<file path="config.mk">
export PLATFORM = sky130hd
export DESIGN_NAME = fetch_unit_flat
export DESIGN_NICKNAME = d
export VERILOG_FILES = /design/src/rtl/mips_pkg.sv /design/src/rtl/fetch_unit_if.sv /design/src/rtl/fetch_unit_next_pc_calc.sv /design/src/rtl/fetch_unit.sv /design/src/flat_wrapper.sv
export SDC_FILE = /design/constraint.sdc
export NUM_CORES = 1
export LEC_CHECK = 0
export ABC_AREA = 1
export CORE_MARGIN = 10
export CORE_UTILIZATION = 46
export DETAILED_ROUTE_END_ITERATION = 10
export PLACE_DENSITY = 0.84
export SYNTH_ARGS = -nofsm -noshare
export SYNTH_HDL_FRONTEND = slang
export SYNTH_SLANG_ARGS = --single-unit
</file>
<file path="constraint.sdc">
create_clock -name clk -period 3 [get_ports clk]
set_input_delay 0.45 -clock clk [delete_from_list [all_inputs] [get_ports clk]]
set_output_delay 0.45 -clock clk [all_outputs]
set_load 0.01 [all_outputs]
</file>
<file path="src/rtl/mips_pkg.sv">
// Shared definitions for the MIPS-subset datapath: opcodes, widths, fetch FSM states
// and the branch-offset helper used by the next-PC logic.
package mips_pkg;

  localparam int INSTR_W  = 32;
  localparam int OPCODE_W = 6;

  localparam logic [OPCODE_W-1:0] OP_RTYPE = 6'b000000;
  localparam logic [OPCODE_W-1:0] OP_LW    = 6'b100011;
  localparam logic [OPCODE_W-1:0] OP_SW    = 6'b101011;
  localparam logic [OPCODE_W-1:0] OP_BEQ   = 6'b000100;
  localparam logic [OPCODE_W-1:0] OP_BNE   = 6'b000101;
  localparam logic [OPCODE_W-1:0] OP_J     = 6'b000010;

  typedef enum logic [0:0] {
    FETCH = 1'b0,
    HOLD  = 1'b1
  } fetch_state_t;

  // Word offset to byte offset, sign-extended to the full address width.
  function automatic logic [31:0] branch_offset(input logic [15:0] imm);
    return {{14{imm[15]}}, imm, 2'b00};
  endfunction

endpackage

</file>
<file path="src/rtl/fetch_unit_if.sv">
// Bus bundle between the fetch stage (master) and instruction memory plus the
// decode/execute side (slave).
interface fetch_unit_if import mips_pkg::*; ();

  // imem: a transfer happens in any cycle with imem_req & imem_ready; imem_req and
  // imem_addr hold steady until then. decode: instr is consumed in any cycle with
  // instr_valid & instr_ack, and the resolve inputs are only sampled in that cycle.
  logic                imem_req;
  logic [31:0]         imem_addr;
  logic                imem_ready;
  logic [INSTR_W-1:0]  imem_rdata;
  logic [INSTR_W-1:0]  instr;
  logic [OPCODE_W-1:0] opcode;
  logic                instr_valid;
  logic                instr_ack;
  logic [31:0]         pc;
  logic [31:0]         pc_plus4;
  logic                beq;
  logic                bne;
  logic                jump;
  logic                zero;
  logic [15:0]         branch_imm;
  logic [25:0]         jump_target;

  modport master (
    output imem_req, imem_addr, instr, opcode, instr_valid, pc, pc_plus4,
    input  imem_ready, imem_rdata, instr_ack, beq, bne, jump, zero,
           branch_imm, jump_target
  );

  modport slave (
    input  imem_req, imem_addr, instr, opcode, instr_valid, pc, pc_plus4,
    output imem_ready, imem_rdata, instr_ack, beq, bne, jump, zero,
           branch_imm, jump_target
  );

endinterface

</file>
<file path="src/rtl/fetch_unit_next_pc_calc.sv">
// Next-PC selection: jump beats branch, branches are relative to pc_plus4,
// all arithmetic wraps modulo 2^32.
module next_pc_calc import mips_pkg::*; (
    input  logic [31:0] pc_plus4,
    input  logic        beq,
    input  logic        bne,
    input  logic        jump,
    input  logic        zero,
    input  logic [15:0] branch_imm,
    input  logic [25:0] jump_target,
    output logic [31:0] next_pc
);

    logic taken;

    // beq and bne together is legal; the formula alone decides.
    assign taken = (beq & zero) | (bne & ~zero);

    always_comb begin
        next_pc = pc_plus4;
        if (jump) begin
            next_pc = {pc_plus4[31:28], jump_target, 2'b00};
        end else if (taken) begin
            next_pc = pc_plus4 + branch_offset(branch_imm);
        end
    end

endmodule

</file>
<file path="src/rtl/fetch_unit.sv">
// Instruction-fetch stage: holds the PC, fetches one word at a time from imem and
// hands it downstream, then advances the PC on the downstream ack.
module fetch_unit import mips_pkg::*; #(
    parameter logic [31:0] RESET_PC = 32'h0000_0000
) (
    input  logic         clk,
    input  logic         reset,
    fetch_unit_if.master bus,
    output fetch_state_t dbg_state
);

    localparam logic [0:0] ST_FETCH = 1'b0;
    localparam logic [0:0] ST_HOLD  = 1'b1;

    logic [0:0]         state;
    logic [31:0]        pc_q;
    logic [INSTR_W-1:0] instr_q;
    logic               valid_q;
    logic               req_q;
    logic [31:0]        pc_plus4;
    logic [31:0]        next_pc;

    assign pc_plus4 = pc_q + 32'd4;

    next_pc_calc u_next_pc_calc (
        .pc_plus4    (pc_plus4),
        .beq         (bus.beq),
        .bne         (bus.bne),
        .jump        (bus.jump),
        .zero        (bus.zero),
        .branch_imm  (bus.branch_imm),
        .jump_target (bus.jump_target),
        .next_pc     (next_pc)
    );

    always_ff @(posedge clk) begin
        if (reset) begin
            state   <= ST_FETCH;
            pc_q    <= RESET_PC;
            instr_q <= '0;
            valid_q <= 1'b0;
            req_q   <= 1'b0;
        end else begin
            case (state)
                ST_FETCH: begin
                    // req is only low here for the first cycle out of reset.
                    if (!req_q) begin
                        req_q <= 1'b1;
                    end else if (bus.imem_ready) begin
                        instr_q <= bus.imem_rdata;
                        valid_q <= 1'b1;
                        req_q   <= 1'b0;
                        state   <= ST_HOLD;
                    end
                end
                ST_HOLD: begin
                    if (bus.instr_ack) begin
                        pc_q    <= next_pc;
                        valid_q <= 1'b0;
                        req_q   <= 1'b1;
                        state   <= ST_FETCH;
                    end
                end
                default: begin
                    state <= ST_FETCH;
                end
            endcase
        end
    end

    assign bus.imem_req    = req_q;
    assign bus.imem_addr   = pc_q;
    assign bus.instr       = instr_q;
    assign bus.opcode      = instr_q[INSTR_W-1 -: OPCODE_W];
    assign bus.instr_valid = valid_q;
    assign bus.pc          = pc_q;
    assign bus.pc_plus4    = pc_plus4;
    assign dbg_state       = fetch_state_t'(state);

endmodule

</file>
<file path="src/flat_wrapper.sv">
// flat-port wrapper written by rule: the top's interface ports become plain ports
module fetch_unit_flat import mips_pkg::*;
#(
    parameter logic [31:0] RESET_PC = 32'h0000_0000
)
  (clk, reset, dbg_state, bus_imem_req, bus_imem_addr, bus_instr, bus_opcode, bus_instr_valid, bus_pc, bus_pc_plus4, bus_imem_ready, bus_imem_rdata, bus_instr_ack, bus_beq, bus_bne, bus_jump, bus_zero, bus_branch_imm, bus_jump_target);
  fetch_unit_if bus_i ();
  input  logic clk;
  input  logic reset;
  output fetch_state_t dbg_state;
  output wire logic [$bits(bus_i.imem_req)-1:0] bus_imem_req;
  output wire logic [$bits(bus_i.imem_addr)-1:0] bus_imem_addr;
  output wire logic [$bits(bus_i.instr)-1:0] bus_instr;
  output wire logic [$bits(bus_i.opcode)-1:0] bus_opcode;
  output wire logic [$bits(bus_i.instr_valid)-1:0] bus_instr_valid;
  output wire logic [$bits(bus_i.pc)-1:0] bus_pc;
  output wire logic [$bits(bus_i.pc_plus4)-1:0] bus_pc_plus4;
  input wire logic [$bits(bus_i.imem_ready)-1:0] bus_imem_ready;
  input wire logic [$bits(bus_i.imem_rdata)-1:0] bus_imem_rdata;
  input wire logic [$bits(bus_i.instr_ack)-1:0] bus_instr_ack;
  input wire logic [$bits(bus_i.beq)-1:0] bus_beq;
  input wire logic [$bits(bus_i.bne)-1:0] bus_bne;
  input wire logic [$bits(bus_i.jump)-1:0] bus_jump;
  input wire logic [$bits(bus_i.zero)-1:0] bus_zero;
  input wire logic [$bits(bus_i.branch_imm)-1:0] bus_branch_imm;
  input wire logic [$bits(bus_i.jump_target)-1:0] bus_jump_target;
  assign bus_imem_req = bus_i.imem_req;
  assign bus_imem_addr = bus_i.imem_addr;
  assign bus_instr = bus_i.instr;
  assign bus_opcode = bus_i.opcode;
  assign bus_instr_valid = bus_i.instr_valid;
  assign bus_pc = bus_i.pc;
  assign bus_pc_plus4 = bus_i.pc_plus4;
  assign bus_i.imem_ready = bus_imem_ready;
  assign bus_i.imem_rdata = bus_imem_rdata;
  assign bus_i.instr_ack = bus_instr_ack;
  assign bus_i.beq = bus_beq;
  assign bus_i.bne = bus_bne;
  assign bus_i.jump = bus_jump;
  assign bus_i.zero = bus_zero;
  assign bus_i.branch_imm = bus_branch_imm;
  assign bus_i.jump_target = bus_jump_target;
  fetch_unit #(.RESET_PC(RESET_PC)) u_core (.clk(clk), .reset(reset), .bus(bus_i), .dbg_state(dbg_state));
endmodule
</file>
### After elaboration in Yosys (flattened, before gate mapping)

Index checks and enable logic that the tools add are counted.

* input port bits: 82
* output and inout bits: 137
* register bits: 67

* equality and inequality tests: 3
* reduce and logical (&&, ||, !) cells: 3
* bitwise logic cells: 5
* muxes and demuxes: 14
* $add $sub $neg: 2

Operators by type and width (number)
* 32-bit 2-to-1 mux: 2
* 32-bit by 3-bit adder with 32-bit output, second input constant: 1
* 32-bit adder: 1
* 1-bit 2-to-1 mux: 9
* 1-bit case mux with 2 select lines: 3
* 3-bit AND reduction: 2
* 2-bit inequality test, second input constant: 2
* 1-bit bitwise AND: 2
* 2-bit by 1-bit inequality test with 1-bit output, second input constant: 1
* 1-bit NOT: 2
* 2-bit AND reduction: 1
* 1-bit bitwise OR: 1

### Longest topological paths before layout

* word-level depth: 5
* gate-level depth with buffers: 23

### Modules after synthesis

From an unflattened synthesis, not the netlist that was laid out.

* cells, all modules: 1049
* area, all modules: 6249.7 um^2

By module, submodules not included
* fetch_unit: times used 1, seq. area each 1341.3 um^2, cells an instance 494, area an instance 3522.1 um^2
* next_pc_calc: times used 1, seq. area each 0.0 um^2, cells an instance 555, area an instance 2727.6 um^2

### Worst setup path before layout

OpenSTA, ideal clock, no wires.

* path type: register -> register
* from: register u_core.pc_q[2] (netlist: u_core.bus.imem_addr[2])
* to: register u_core.pc_q[26] (netlist: u_core.bus.imem_addr[26])
* slack: 0.198 ns
* arrival time: 2.680 ns
* setup time: 0.122 ns
* stages on the path, launching flop included: 17
* clock period less this slack: 2.802 ns
* path through: dfxtp_1 -> ha_1 -> nand3_2 -> nor2_2 -> nand2_2 -> nor2_4 -> nand3_1 -> and2_1 -> ha_1 -> nand2_1 -> nor3_1 -> and2_1 -> nand3_1 -> nand3_1 -> nand2_1 -> nand3_1 -> a21oi_2

* cells in the longest elaborated chain, start to end: 4

RTL lines
* start, declared: RTL line fetch_unit.sv:16 `logic [31:0] pc_q;`
* start signal, assigned: RTL line fetch_unit.sv:58 `pc_q <= next_pc;`
* 32-bit by 3-bit adder with 32-bit output: RTL line fetch_unit.sv:23 `assign pc_plus4 = pc_q + 32'd4;`
* net bus_pc_plus4[20]: RTL line flat_wrapper.sv:17 `output wire logic [$bits(bus_i.pc_plus4)-1:0] bus_pc_plus4;`
* 32-bit adder: RTL line fetch_unit_next_pc_calc.sv:24 `next_pc = pc_plus4 + branch_offset(branch_imm);`
* 32-bit 2-to-1 mux: RTL line fetch_unit_next_pc_calc.sv:23 `end else if (taken) begin`
* 32-bit 2-to-1 mux: RTL line fetch_unit_next_pc_calc.sv:21 `if (jump) begin`

The timed path passes the listed nets, and every way through them passes these cells.
A chain may end at the register's enable or synchronous reset.

### Worst setup path in the final report

* from: register u_core.pc_q[8] (netlist: u_core.bus.imem_addr[8])
* to: output port bus_pc_plus4[27]

* cells in the longest elaborated chain, start to end: 1

RTL lines (RTL line)
* 32-bit by 3-bit adder with 32-bit output: fetch_unit.sv:23
* end, declared: flat_wrapper.sv:17

No other way between the ends.

==> impl_metrics.ini <==
[outcome]
status = finished clean

[placed_design]
placed_cells = 1402
place_area_um2 = 8420
io_buffers = 212
gp_congestion = 1.00
dp_hpwl_um = 19900

[clocking]
numCtsBuffers = 9
cts_tree = done
cts_max_level = 3
clock-root-buffer = clkbuf_16
clockBufferDepth = 2
clk_pin_slew_worst_paths_ps = 60
hold_buffers = 0
clock-sinks = 65
insertion_delay_ps = 330

[timing]
slew_violations = 0
period_minus_slack_ps = 2930
setup_viol = 0
timing.hold.ws_ps = 476
finalHoldViolCount = 0
clock.fmax_mhz = 341
finalClockSkew_ps = 7.05
tightestPinTransition_ps = 520
min_period_over_period = 0.977
max_slew_margin = 0.652

[logic_synthesis]
synth_seq_cells = 65
synth_area_um2 = 6060
synth-edff-count = 0
synthArstFlopShare = 0
synth.distinct_cells = 41
synth_common_cells = nand2_1, nor2_1, inv_1, o21ai_0, dfxtp_1
synth_cells = 1023
syn_area_per_cell_um2 = 5.92
synth_most_common_cell = nand2_1
synth_top_area_cell = dfxtp_1
synth_top_area_share = 0.215
ys.flop_type = dfxtp_1
yosys-top-cells-area = dfxtp_1, nand2_1, nor2_1, inv_1, ha_1
ys_warn_count = 0
ys_seq_area_frac = 0.215

[pwr]
power_density_nw_per_um2 = 309
max-vdd-ir-drop_v = 0.000341
swShare = 0.325
p_int_mw = 1.87
p_comb_frac = 0.300
pwr-share-clk = 0.357
sequentialPowerShare = 0.343
p_leak_nw = 4.29
switchingPower_uw = 902

[setup_path]
crit_path_start = u_core.bus.imem_addr[8]$_SDFFE_PP0P_
worstSetupStartpointType = flip-flop
r2r_setup_slack_ps = 100
crit_required_ps = 2550
worstReg2RegEnd = u_core.bus.imem_addr[30]$_SDFFE_PP0P_
critPathMaxFanout = 6
cp-end-kind = output port
critPathCapture = bus_pc_plus4[27]
cp.arrival_ps = 2480
critPathKind = reg2out
reg2reg_depth = 19
reg2reg_from = u_core.bus.imem_addr[8]$_SDFFE_PP0P_

[finish]
nets = 1361
fin_area_um2 = 8990
post-route-util = 0.704
n_antenna_cell = 0
fin_cells = 1419
drive_gt1_frac = 0.131
area_growth_pct = 48.3

[run]
drv_cap = 0

[detailed_routing]
drc = 0
firstDrtPassIters = 6
dr_wl_met3_um = 2870
wl_met1_um = 9720
wl_met2_um = 11800
drt_wl_total_um = 24800
wl_per_cell_um = 17.5
ant_nets = 0
dr_total_vias = 7468
drtIter0Drc = 736
vias_per_cell = 5.26
top_layer = met4

[global_routing]
antenna_found_initial = 0
grt_first_pass_wirelength_um = 37600
grt_remaining_overflow = 0
gr-usage-all-layers = 0.257
grt_start_max_net_pins = 39
grt_pass1_vias = 7075

[hold_path]
hp-class = reg2reg
min_from = u_core.bus.instr_valid$_SDFFE_PP0P_

[die]
die_height_um = 135
start_util = 0.474
core_um2 = 12800
fp-row-count = 41
dieArea_um2 = 18200
ios = 219
die_w_um = 135
state kept, by name, summed over array words and instances, names as in the netlist:
name / flops
u_core.dbg_state: 1
u_core.bus.imem_addr: 30
u_core.bus.instr_valid: 1
u_core.bus.imem_req: 1
u_core.bus.instr: 32
metal layers:
metal  GRT usage  vias up
met2       0.432      412
met3      0.0809       34
met4      0.0635        0
met5           0        -
li1            -     3651
met1       0.309     3371
placed cells by master (no fill, tap or decap), drive strengths merged, types with 2 or more instances in the layout:
cell / n
nand2: 285
clkdlybuf4s50: 212
nor2: 151
inv: 137
o21ai: 78
dfxtp: 65
nand3: 64
a21oi: 63
buf: 52
ha: 36
xor2: 18
nand4: 13
and2: 10
clkbuf: 9
nor3: 8
conb: 6
o21bai: 6
a21o: 5
nand3b: 5
o211ai: 5
clkinv: 4
xnor2: 3
clkinvlp: 3
a31oi: 2
o21a: 2
or2: 2
kinds of logic (layout without fill, tap and decap cells):
family | Yosys count | in the layout | synth area share
other | 1 | 6 | 0.000619
XOR/XNOR | 21 | 21 | 0.0316
buffers and inverters | 198 | 417 | 0.150
flip-flops | 65 | 65 | 0.215
adder cells (fa/ha/maj) | 37 | 37 | 0.0776
AO/OA/AOI/OAI | 162 | 162 | 0.144
AND/OR/NAND/NOR | 539 | 539 | 0.382
worst min-delay path by stage:
stage	endpoint	slack, ps	cells after the start
5_1_grt	u_core.bus.instr_valid$_SDFFE_PP0P_	520	2
3_3_place_gp	u_core.bus.instr_valid$_SDFFE_PP0P_	460	2
3_5_place_dp	u_core.bus.instr_valid$_SDFFE_PP0P_	470	2
2_1_floorplan	u_core.bus.instr_valid$_SDFFE_PP0P_	500	2
6_report	u_core.bus.instr_valid$_SDFFE_PP0P_	480	2
4_1_cts	u_core.bus.instr_valid$_SDFFE_PP0P_	480	2
power groups by stage:
stage	sequential, mW	clock (mW)	combinational [mW]
2_1_floorplan	0.990	0	0.365
6_report	0.952	0.989	0.833
5_1_grt	0.957	1.03	0.901
4_1_cts	0.950	0.989	0.793
3_5_place_dp	0.968	0	0.787
3_3_place_gp	0.966	0	0.783
repair_timing:
| item | CTS | global route |
|---|---|---|
| gates resized for setup | 2 | 69 |
| pin swaps | 0 | 3 |
| endpoints found under the setup margin | 9 | 25 |
| buffers inserted | 0 | 1 |
through the flow:
| stage | setup WS, ps | setup TNS (ps) | power [mW] |
|---|---|---|---|
| floorplan | 198 | 0 | 1.35 |
| global placement | -6.30 | -6.30 | 1.75 |
| detailed placement | -93.1 | -136 | 1.75 |
| CTS | 12.9 | 0 | 2.73 |
| global route | -63.7 | -375 | 2.89 |
| finish | 69.2 | 0 | 2.77 |
cell type report:
class                   count  area (um2)
clock inverters             7        53.8
repair buffers            264        2520
well taps                 172         215
clock buffers               9         225
flip-flops and latches     65        1310
multi-input cells         765        4140
inverters                 137         514
fillers                  1074        3790
worst max-delay path, stage by stage, from the launching register on:
cell and delay, ps:
dfxtp_1 410, nand2_1 150, nor2_2 190, nand2_2 120, nor2_8 180, nand3_4 130, o21bai_2 140, and2_1 240
clkdlybuf4s50_1 580
No activity file was read; power rests on OpenSTA's default activity.
